===== config.mk =====
export PLATFORM = sky130hd
export DESIGN_NAME = bus_responder
export DESIGN_NICKNAME = d
export VERILOG_FILES = /design/src/rtl/bus_responder.sv
export SDC_FILE = /design/constraint.sdc
export NUM_CORES = 1
export LEC_CHECK = 0
export ABC_AREA = 1
export CAP_MARGIN = 15
export CORE_UTILIZATION = 25
export CTS_BUF_LIST = sky130_fd_sc_hd__clkbuf_4
export DETAILED_ROUTE_END_ITERATION = 12
export SETUP_SLACK_MARGIN = 0.5
export SYNTH_ARGS = -nofsm -noshare
export SYNTH_HDL_FRONTEND = slang
export SYNTH_SLANG_ARGS = --single-unit

===== constraint.sdc =====
create_clock -name clk -period 7 [get_ports clk]
set_input_delay 0.7 -clock clk [delete_from_list [all_inputs] [get_ports clk]]
set_output_delay 0.7 -clock clk [all_outputs]
set_load 0.05 [all_outputs]

===== src/rtl/bus_responder.sv =====
`default_nettype none
// ============================================================================
// Module   : bus_responder
// Purpose  : Memory-mapped register window answering CPU bus cycles with
//            programmable wait states. Optional macro
//            BUS_RESPONDER_ACCESS_CNT_EN turns word 0 into a reply counter.
// Revision : 1.0 - initial release
// ============================================================================
module bus_responder #(
    parameter logic [15:0] BASE   = 16'o177700,
    parameter int          NWORDS = 8,
    parameter int          WAIT   = 2
) (
    input  logic        clk,
    input  logic        reset,
    input  logic        ce,
    input  logic        sync,
    input  logic        din,
    input  logic        dout,
    input  logic        wtbt,
    input  logic [15:0] dba,
    input  logic [15:0] dbo,
    output logic [15:0] dbi,
    output logic        rply,
    output logic        hit
);

    localparam int          c_IDX_W    = $clog2(NWORDS);
    localparam logic [14:0] c_BASE_W   = BASE[15:1];
    localparam logic [14:0] c_NWORDS_W = 15'(NWORDS);
    localparam logic [3:0]  c_WAIT     = 4'(WAIT);

    localparam logic [1:0] c_S_IDLE  = 2'd0;
    localparam logic [1:0] c_S_ADDR  = 2'd1;
    localparam logic [1:0] c_S_WAITS = 2'd2;
    localparam logic [1:0] c_S_REPLY = 2'd3;

    logic [1:0]         r_state;
    logic [1:0]         w_state_nxt;
    logic               r_sync_d;
    logic [c_IDX_W:0]   r_adr;
    logic               r_hit;
    logic [3:0]         r_cnt;
    logic               r_wr;
    logic               r_rply;
    logic [15:0]        r_dbi;
    logic [15:0]        r_mem [NWORDS];

    logic [c_IDX_W-1:0] w_idx;
    logic [14:0]        w_off;
    logic               w_hit_dba;
    logic               w_strobe;
    logic [15:0]        w_old;
    logic [15:0]        w_wdata;
    logic [15:0]        w_rdata;

`ifdef BUS_RESPONDER_ACCESS_CNT_EN
    logic [15:0]        r_acc_cnt;
`endif

    assign w_idx     = r_adr[c_IDX_W:1];
    assign w_off     = dba[15:1] - c_BASE_W;
    assign w_hit_dba = (w_off < c_NWORDS_W);
    // Once a cycle is committed, only the chosen strobe keeps it alive.
    assign w_strobe  = r_wr ? dout : din;
    assign w_old     = r_mem[w_idx];

    always_comb begin
        w_wdata = dbo;
        if (wtbt) begin
            if (r_adr[0]) w_wdata = {dbo[15:8], w_old[7:0]};
            else          w_wdata = {w_old[15:8], dbo[7:0]};
        end
    end

`ifdef BUS_RESPONDER_ACCESS_CNT_EN
    assign w_rdata = (w_idx == '0) ? r_acc_cnt : w_old;
`else
    assign w_rdata = w_old;
`endif

    always_comb begin
        w_state_nxt = r_state;
        case (r_state)
            c_S_IDLE:  if (sync && !r_sync_d) w_state_nxt = c_S_ADDR;
            c_S_ADDR: begin
                if (!sync)                      w_state_nxt = c_S_IDLE;
                else if (r_hit && (din || dout)) w_state_nxt = c_S_WAITS;
            end
            c_S_WAITS: begin
                if (!sync)            w_state_nxt = c_S_IDLE;
                else if (!w_strobe)   w_state_nxt = c_S_ADDR;
                else if (r_cnt == '0) w_state_nxt = c_S_REPLY;
            end
            default: begin
                if (!sync)          w_state_nxt = c_S_IDLE;
                else if (!w_strobe) w_state_nxt = c_S_ADDR;
            end
        endcase
    end

    always_ff @(posedge clk) begin
        if (reset)   r_state <= c_S_IDLE;
        else if (ce) r_state <= w_state_nxt;
    end

    always_ff @(posedge clk) begin
        if (reset) begin
            r_sync_d <= 1'b0;
            r_adr    <= '0;
            r_hit    <= 1'b0;
            r_cnt    <= '0;
            r_wr     <= 1'b0;
            r_rply   <= 1'b0;
            r_dbi    <= '0;
            for (int i = 0; i < NWORDS; i++) r_mem[i] <= '0;
`ifdef BUS_RESPONDER_ACCESS_CNT_EN
            r_acc_cnt <= '0;
`endif
        end else if (ce) begin
            r_sync_d <= sync;
            if (w_state_nxt == c_S_IDLE) r_hit <= 1'b0;
            case (r_state)
                c_S_IDLE: begin
                    if (w_state_nxt == c_S_ADDR) begin
                        r_adr <= dba[c_IDX_W:0];
                        r_hit <= w_hit_dba;
                    end
                end
                c_S_ADDR: begin
                    if (w_state_nxt == c_S_WAITS) begin
                        r_cnt <= c_WAIT;
                        r_wr  <= !din;
                    end
                end
                c_S_WAITS: begin
                    if (w_state_nxt == c_S_WAITS) begin
                        r_cnt <= r_cnt - 4'd1;
                    end else if (w_state_nxt == c_S_REPLY) begin
                        r_rply <= 1'b1;
                        if (r_wr) begin
`ifdef BUS_RESPONDER_ACCESS_CNT_EN
                            // A write to the counter word clears it and is not counted.
                            if (w_idx == '0) begin
                                r_acc_cnt <= '0;
                            end else begin
                                r_mem[w_idx] <= w_wdata;
                                r_acc_cnt    <= r_acc_cnt + 16'd1;
                            end
`else
                            r_mem[w_idx] <= w_wdata;
`endif
                        end else begin
                            r_dbi <= w_rdata;
`ifdef BUS_RESPONDER_ACCESS_CNT_EN
                            r_acc_cnt <= r_acc_cnt + 16'd1;
`endif
                        end
                    end
                end
                default: begin
                    if (w_state_nxt != c_S_REPLY) begin
                        r_rply <= 1'b0;
                        r_dbi  <= '0;
                    end
                end
            endcase
        end
    end

    assign dbi  = r_dbi;
    assign rply = r_rply;
    assign hit  = r_hit;

endmodule
`default_nettype wire


==> impl_metrics.toml, run 1 <==
[run_status]
status = "finished clean"

[clocking]
htreeDepth = 4
clkLatencyLatePin_ns = 0.58
cts-root-buf = "clkbuf_4"
cts-hold-fix-buffers = 0
cts_tree = "done"
cts_resized = 0
cts_buffer_depth = 2
clkSinkCount = 161
cts_setup_buffers = 0
cts.reportedPaths.clkPinSlew_ns = 0.13
cts_made_buffers = 17

[critical_path]
end_kind = "flop"
worst_r2r_path_depth = 7
cp_max_fo = 17
crit_required_ns = 7.21
worst_setup_path_start_kind = "flop"
r2r_start = "r_state[1]"
arrival_ns = 3.97
cp-startpoint = "r_state[1]"
critical_path_class = "flop to flop"

[placement]
hpwlAfterDp_microns = 15290
dp.cells = 1263
place_congestion = 0.8886
io_buffers = 56
place_ws_ns = 3.027
place_area_sq_mm = 0.008593

[global_routing]
antenna_found_initial = 0
grt_pass1_wl_microns = 32850
grt-ovfl-total = 0
grt_pass1_vias = 5646
grt_usage = 0.1430
grt_max_degree = 66

[floorplanning]
row_count = 63
dieArea_sq_mm = 0.03154
die_h_microns = 177.6
dieWidth_microns = 177.6
ioPinCount = 57
core_sq_mm = 0.02995
initial_core_util = 0.2573

[timing]
fmax_mhz = 265.6
postLayoutSetupSlackWorst_ns = 3.235
rsz0062_at_grt = "false"
slew_violations = 0
period_minus_slack_ns = 3.765
timing.setup.tns_ns = 0
setup_viol = 0
fin_worst_skew_ns = 0.01885
slew_headroom = 0.1553
tightest_slew_ns = 1.259
period_share = 0.5378
hold_violations = 0
holdWs_ns = 0.4655

[synth]
yosys.area_share.simple = 0.2753
synthXorXnorAreaFrac = 0
yosysMostFrequentCell = "nor2_1"
synth_top_flop_cell = "edfxtp_1"
synthMuxAreaShare = 0
yosys.area_share.adder = 0.004870
avgSynthCellArea_sq_um = 9.078
synth_top_family_by_area = "simple AND/OR/NAND/NOR gates"
synthDistinctLibCells = 31
synth.area.top_cells = "edfxtp_1 50%, nor2_1 10%, dfxtp_1 8.6%"
syn_area_sq_mm = 0.007707
yosysWarnings = 0
syn_inst = 849
async_flop_share = 0
synth-seq-cells = 161
synth_top_area_share = 0.4987
yosys.area.top_type = "edfxtp_1"
synth_edf_count = 128
ys_top_cells_by_count = "209 x nor2_1, 161 x nand2_1, 128 x edfxtp_1, 57 x inv_1, 51 x o21ai_0"
synth-compound-area-share = 0.07240
syn_nets = 891
ys_seq_area_frac = 0.5844

[power_and_ir_drop]
power.leakage_nw = 3.408
irDropWorstVdd_mv = 0.08373
total_power_mw = 1.863
power.density_mw_per_mm2 = 210.0

[layout]
drive_above_1_share = 0.1083
antenna_cells = 0
fillCellCount = 3202
fin_nets = 934
area_growth_pct = 15.06
fin_cells = 1295
fin_area_sq_mm = 0.008869
utilization = 0.2961

[detailed_routing]
ant_nets = 0
drt-initial-drc-count = 679
viasPerCell = 4.632
drtPass1Iterations = 5
routed_wl_microns = 21990
route.detailed.drc = 0
wire_per_inst_microns = 16.98
vias = 5999

[flow_run]
maxCapViolCount = 0

[min_path]
min_path_type = "flop to flop"
min_from = "rply"
min_delay_path_depth = 2
==> power breakdown <==
| part | switching (mW) | internal [mW] | total (mW) |
|---|---|---|---|
| Clock | 0.325 | 0.230 | 0.555 |
| Combinational | 0.163 | 0.0630 | 0.226 |
| Sequential | 0.0238 | 1.06 | 1.08 |
==> cells in the final DEF, fill, tap and decap left out, types with 2 or more instances in the layout <==
| master | Yosys | layout |
|---|---|---|
| nor2_1 | 209 | 209 |
| nand2_1 | 161 | 161 |
| edfxtp_1 | 128 | 128 |
| inv_1 | 57 | 57 |
| clkdlybuf4s50_1 | 0 | 56 |
| o21ai_0 | 51 | 51 |
| nand3_1 | 43 | 43 |
| nor2_2 | 36 | 36 |
| dfxtp_1 | 33 | 31 |
| clkbuf_4 | 0 | 22 |
| o211ai_1 | 18 | 18 |
| o21ai_1 | 16 | 16 |
| a21oi_1 | 13 | 13 |
| buf_4 | 0 | 11 |
| nand4_1 | 9 | 9 |
| nand3_4 | 8 | 8 |
| clkinv_1 | 3 | 5 |
| nand2_2 | 4 | 4 |
| clkinv_2 | 1 | 3 |
| ha_1 | 3 | 3 |
| inv_2 | 2 | 2 |
| nand3_2 | 2 | 2 |
| nor4_1 | 2 | 2 |
| dfxtp_2 | 0 | 2 |
| inv_6 | 0 | 2 |
| clkinvlp_4 | 0 | 2 |
| bufinv_16 | 0 | 2 |
==> layout make-up <==
type                            instances  area, sq um  share of cell area
Tap cell                              390        488.0             0.05502
Multi-Input combinational cell        582         2718              0.3064
Clock buffer                           22        165.2             0.01862
Inverter                               63        237.7             0.02681
Clock inverter                         10        110.1             0.01242
Timing Repair Buffer                   67        643.1             0.07252
Sequential cell                       161         4507              0.5082
==> sequential cells by signal, indices dropped and copies added (netlist names), named ones only <==
| name | count |
|---|---|
| r_state | 2 |
| hit | 1 |
| r_sync_d | 1 |
| r_adr | 4 |
| r_mem | 128 |
| r_cnt | 4 |
| dbi | 16 |
| rply | 1 |
| r_wr | 1 |
==> critical path, stage by stage, from the launching register on <==
cell and delay, ns:
dfxtp_1 0.56, nand2_2 0.26, inv_1 0.38, o21ai_0 0.15, nand2_1 0.14, and3_1 0.84
nand3_4 0.42, nand2_1 0.64
==> cells by family after synthesis <==
logic type / after synthesis
AOI/OAI and AO/OA: 101
adders and majority gates: 3
buffers and inverters: 106
DFF: 161
and+or+nand+nor: 478
==> final timing paths <==
kind         slack (ns)           end
min                0.47          rply
min reg2reg        0.47          rply
max                3.24  r_mem[4][15]
max reg2reg        3.24  r_mem[4][15]
==> layer usage <==
metal / part of all wire / GRT usage / routed length, microns
met1: 0.44 / 0.2004 / 9759
met2: 0.44 / 0.2095 / 9712
met3: 0.089 / 0.04070 / 1958
met4: 0.026 / 0.04808 / 562
met5: 0 / 0 / 0
No activity file was read; power rests on OpenSTA's default activity.
==> run 2: changes to the inputs <==
- clock period: 7 -> 3.1 ns (I/O delays scaled with it)
==> impl_metrics.toml, run 2 (synthesized netlist as in run 1, its figures left out) <==
[placement]
place_congestion = 0.7876
place_ws_ns = 0.2677
io_buffers = 56
hpwlAfterDp_microns = 13370
place_area_sq_mm = 0.008826

[detailed_routing]
ant_nets = 0
route.detailed.drc = 0
drt-initial-drc-count = 583
wire_per_inst_microns = 15.24
routed_wl_microns = 20190
viasPerCell = 4.546
drtPass1Iterations = 6
vias = 6023

[timing]
period_share = 0.7663
hold_violations = 0
slew_headroom = 0.4212
period_minus_slack_ns = 2.376
rsz0062_at_grt = "false"
fmax_mhz = 421.0
timing.setup.tns_ns = 0
tightest_slew_ns = 0.8625
slew_violations = 0
fin_worst_skew_ns = 0.02464
setup_viol = 0
postLayoutSetupSlackWorst_ns = 0.7244

[critical_path]
worst_r2r_path_depth = 8
cp_max_fo = 22
worst_setup_path_start_kind = "flop"
end_kind = "flop"
crit_required_ns = 3.38
r2r_slack_ns = 0.72
arrival_ns = 2.66
endpoint = "r_mem[7][14]"
r2r_end = "r_mem[7][14]"
critical_path_class = "flop to flop"

[layout]
largest_reg_flops = 128
area_growth_pct = 19.89
drive_above_1_share = 0.1412
fin_area_sq_mm = 0.009240
regMostFlops = "r_mem"
final_cell_mix = "209 x nor2_1, 161 x nand2_1, 128 x edfxtp_1"
antenna_cells = 0
fin_nets = 964
layout.cells.most_common = "nor2_1"

[floorplanning]
dieWidth_microns = 177.6
initial_core_util = 0.2573
core_sq_mm = 0.02995
dieArea_sq_mm = 0.03154
die_h_microns = 177.6
row_count = 63
ioPinCount = 57

[clocking]
cts.reportedPaths.clkPinSlew_ns = 0.12
cts_buffer_depth = 2
clkLatencyLatePin_ns = 0.56
cts-root-buf = "clkbuf_4"
cts_made_buffers = 17
clkSinkCount = 161
htreeDepth = 4
cts_tree = "done"

[global_routing]
grt-ovfl-total = 0
antenna_found_initial = 0
grt_max_degree = 45
grt_usage = 0.1306
grt_pass1_vias = 5587
grt_pass1_wl_microns = 30760

[power_and_ir_drop]
irDropWorstVdd_mv = 0.1923
power.density_mw_per_mm2 = 475.7
power.leakage_nw = 3.597

[run_status]
status = "finished clean"

[min_path]
min_delay_path_depth = 3
min_path_type = "primary input to flop"

[flow_run]
maxCapViolCount = 0
run 2: changes by cell type in the layout (fill, tap and decap cells not counted), moves of 2 or more:
cell and delta:
buf_12 +4, nand3_4 +2, buf_4 +25, clkinv_1 -2
bufinv_16 +3, clkbuf_4 -3
run 2: worst min path at each step:
| stage | startpoint | end | slack [ns] |
|---|---|---|---|
| 2_1_floorplan | reset | r_adr[0] | 0.38 |
| 3_5_place_dp | rply | rply | 0.45 |
| 4_1_cts | dba[0] | r_adr[0] | 0.30 |
| 6_report | dba[0] | r_adr[0] | 0.35 |
| 3_3_place_gp | rply | rply | 0.45 |
| 5_1_grt | dba[0] | r_adr[0] | 0.32 |
run 2: final cells by class:
| cell class | instances | area (sq um) |
|---|---|---|
| clock inverter | 13 | 209.0 |
| tap | 390 | 488.0 |
| inverter | 63 | 237.7 |
| clock buffer | 19 | 142.6 |
| timing repair buffer | 96 | 910.9 |
| sequential | 161 | 4508 |
| fill | 3176 | 20710 |
| multi-input combinational | 583 | 2744 |
run 2: what timing repair did:
| item | 4_1_cts | 5_1_grt |
|---|---|---|
| setup endpoints to repair | 88 | 16 |
| buffers inserted | 0 | 3 |
| hold buffers | 0 | 0 |
| pin swaps | 0 | 2 |
| resized for setup | 3 | 1 |
| cloned | 0 | 1 |
run 2: metal layers:
metal | vias up | GRT usage | wire length (microns)
met5 | - | 0 | 0
met4 | 0 | 0.04701 | 355
met3 | 23 | 0.02678 | 954
met2 | 172 | 0.2179 | 9950
met1 | 2884 | 0.1662 | 8930
li1 | 2944 | - | -
run 2: power by group:
group          total (mW)  internal [mW]  switching (mW)
combinational       0.487          0.156           0.330
clock                1.49          0.742           0.751
sequential           2.42           2.39          0.0308
total                4.40           3.28            1.11
run 2: stage by stage:
step | instances | utilization | hold slack, ns | power, mW
6_report | 1325 | 0.3085 | 0.3492 | 4.395
5_1_grt | 1325 | 0.3085 | 0.3179 | 4.568
4_1_cts | 1321 | 0.3067 | 0.2973 | 4.426
3_5_place_dp | 1289 | 0.2947 | 0.4526 | 2.948
3_3_place_gp | 1289 | 0.2947 | 0.4490 | 2.945
2_1_floorplan | 849 | - | 0.3791 | 2.739
run 2: critical path: stages, from the launching register on:
cell and delay [ns]:
dfxtp_2 0.64, buf_4 0.31, nor2_1 0.06, o21ai_0 0.09
o211ai_1 0.16, nand2_1 0.21, nand2_1 0.07, o21ai_1 0.46
nor2_1 0.11
==> run 3: changes to the inputs <==
- clock period: 3.1 -> 2.4 ns (I/O delays scaled with it)
==> impl_metrics.toml, run 3 (synthesized netlist as in run 1, its figures left out) <==
[run_status]
status = "finished clean"

[placement]
place_congestion = 0.8304
place_area_sq_mm = 0.009096
io_buffers = 56
hpwlAfterDp_microns = 14040
place_ws_ns = 0.1652
dp.cells = 1310

[clocking]
cts-root-buf = "clkbuf_4"
cts_made_buffers = 17
cts_tree = "done"
cts_buffer_depth = 2
clkSinkCount = 161
cts-hold-fix-buffers = 0
cts.reportedPaths.clkPinSlew_ns = 0.14
htreeDepth = 4
clkLatencyLatePin_ns = 0.57

[detailed_routing]
wire_per_inst_microns = 16.60
routed_wl_microns = 22930
routed.top_layer = "met4"
wl_met1_microns = 9605
drtPass1Iterations = 5
wl_met2_microns = 11740
wl_met3_microns = 1240
drt-initial-drc-count = 426
viasPerCell = 4.584
ant_nets = 0
vias = 6331
route.detailed.drc = 0

[timing]
rsz0062_at_grt = "true"
tightest_slew_ns = 0.8243
slew_headroom = 0.4498
setup_viol = 0
postLayoutSetupSlackWorst_ns = 0.3348
slew_violations = 0
fin_worst_skew_ns = 0.02152
fmax_mhz = 484.2
period_share = 0.8605
hold_violations = 0
timing.setup.tns_ns = 0
period_minus_slack_ns = 2.065

[critical_path]
cp-startpoint = "r_cnt[0]"
crit_slowest_cell = "dfxtp_2"
cp_max_fo = 6
cp_top_family = "buffers and inverters"
worst_setup_path_start_kind = "flop"
path_cells = "inv_2, ha_4, nand2_4, nor2_4, o21ai_2, nand2_2, and3_4, buf_12, buf_8, nand3_4, buf_8, buf_12, nor2_4"
r2r_slack_ns = 0.33
arrival_ns = 2.38
r2r_start = "r_cnt[0]"
path_buf_inv = 5
slowest_delay_ns = 0.36
critical_path_class = "flop to flop"
end_kind = "flop"
crit_required_ns = 2.71

[global_routing]
grt_usage = 0.1375
grt_max_degree = 59
grt_pass1_vias = 5953
antenna_found_initial = 0
grt-ovfl-total = 0
grt_pass1_wl_microns = 32760

[power_and_ir_drop]
power.density_mw_per_mm2 = 530.7
power.leakage_nw = 4.193
irDropWorstVdd_mv = 0.2595

[floorplanning]
dieWidth_microns = 177.6
dieArea_sq_mm = 0.03154
core_sq_mm = 0.02995
ioPinCount = 57
die_h_microns = 177.6
initial_core_util = 0.2573
row_count = 63

[layout]
final_cell_mix = "170 x nor2_1, 141 x nand2_1, 128 x edfxtp_1"
fin_cells = 1381
regMostFlops = "r_mem"
layout.cells.most_common = "nor2_1"
utilization = 0.3553
fin_nets = 1020
drive_above_1_share = 0.2674
area_growth_pct = 38.10
fin_area_sq_mm = 0.01064
antenna_cells = 0
largest_reg_flops = 128

[flow_run]
maxCapViolCount = 0

[min_path]
min_from = "dba[0]"
min_path_type = "primary input to flop"
## run 3: cell count changes in the layout (fill, tap and decap cells not counted), sizes merged
cell           before  now
dlygate4sd2         0   18
clkbuf             19   26
buf                40   88
clkinv              7   11
clkinvlp            3    5
nand3              54   53
bufinv              5    3
clkdlybuf4s50      56   38
inv                61   59
## run 3: tightest hold or removal path: cells and delay by family
family,cells,cell delay [ns]
buffers and inverters,1,0.39
and+or+nand+nor,1,0.08
AOI/OAI and AO/OA,1,0.06
## run 3: layer usage
metal | up-vias | GRT usage
met1 | 3050 | 0.1722
met3 | 27 | 0.03278
li1 | 3074 | -
met2 | 180 | 0.2388
met4 | 0 | 0.02849
met5 | - | 0
## run 3: final cells by class
cell class / instances / area (sq um)
clock buffer: 17 / 127.6
clock inverter: 15 / 166.4
fill: 3014 / 19310
inverter: 63 / 245.2
multi-input combinational: 582 / 3203
sequential: 161 / 4524
tap: 390 / 488.0
timing repair buffer: 153 / 1889
## run 3: repair_timing
action,in CTS,in global routing
cloned,4,9
setup endpoints to repair,276,272
pin swaps,1,11
gates resized for setup,73,139
setup buffers,12,14
hold endpoints to repair,0,0
## run 3: through the flow
| step | hold slack [ns] | total power, mW |
|---|---|---|
| floorplan | 0.3017 | 3.540 |
| global placement | 0.4649 | 3.858 |
| detailed placement | 0.4687 | 3.865 |
| CTS | 0.2205 | 5.577 |
| global route | 0.1984 | 5.868 |
| finish | 0.2436 | 5.649 |
## run 3: final timing paths
check            endpoint  depth (start not counted)
max          r_mem[2][14]                         13
min              r_adr[0]                          3
max reg2reg  r_mem[2][14]                         13
min reg2reg          rply                          2
## run 3: power breakdown
part	total (mW)	leakage (nW)	switching [mW]	internal [mW]
sequential	3.11	1.59	0.0335	3.08
clock	1.71	0.153	0.993	0.714
combinational	0.828	2.45	0.523	0.306
total	5.65	4.19	1.55	4.10
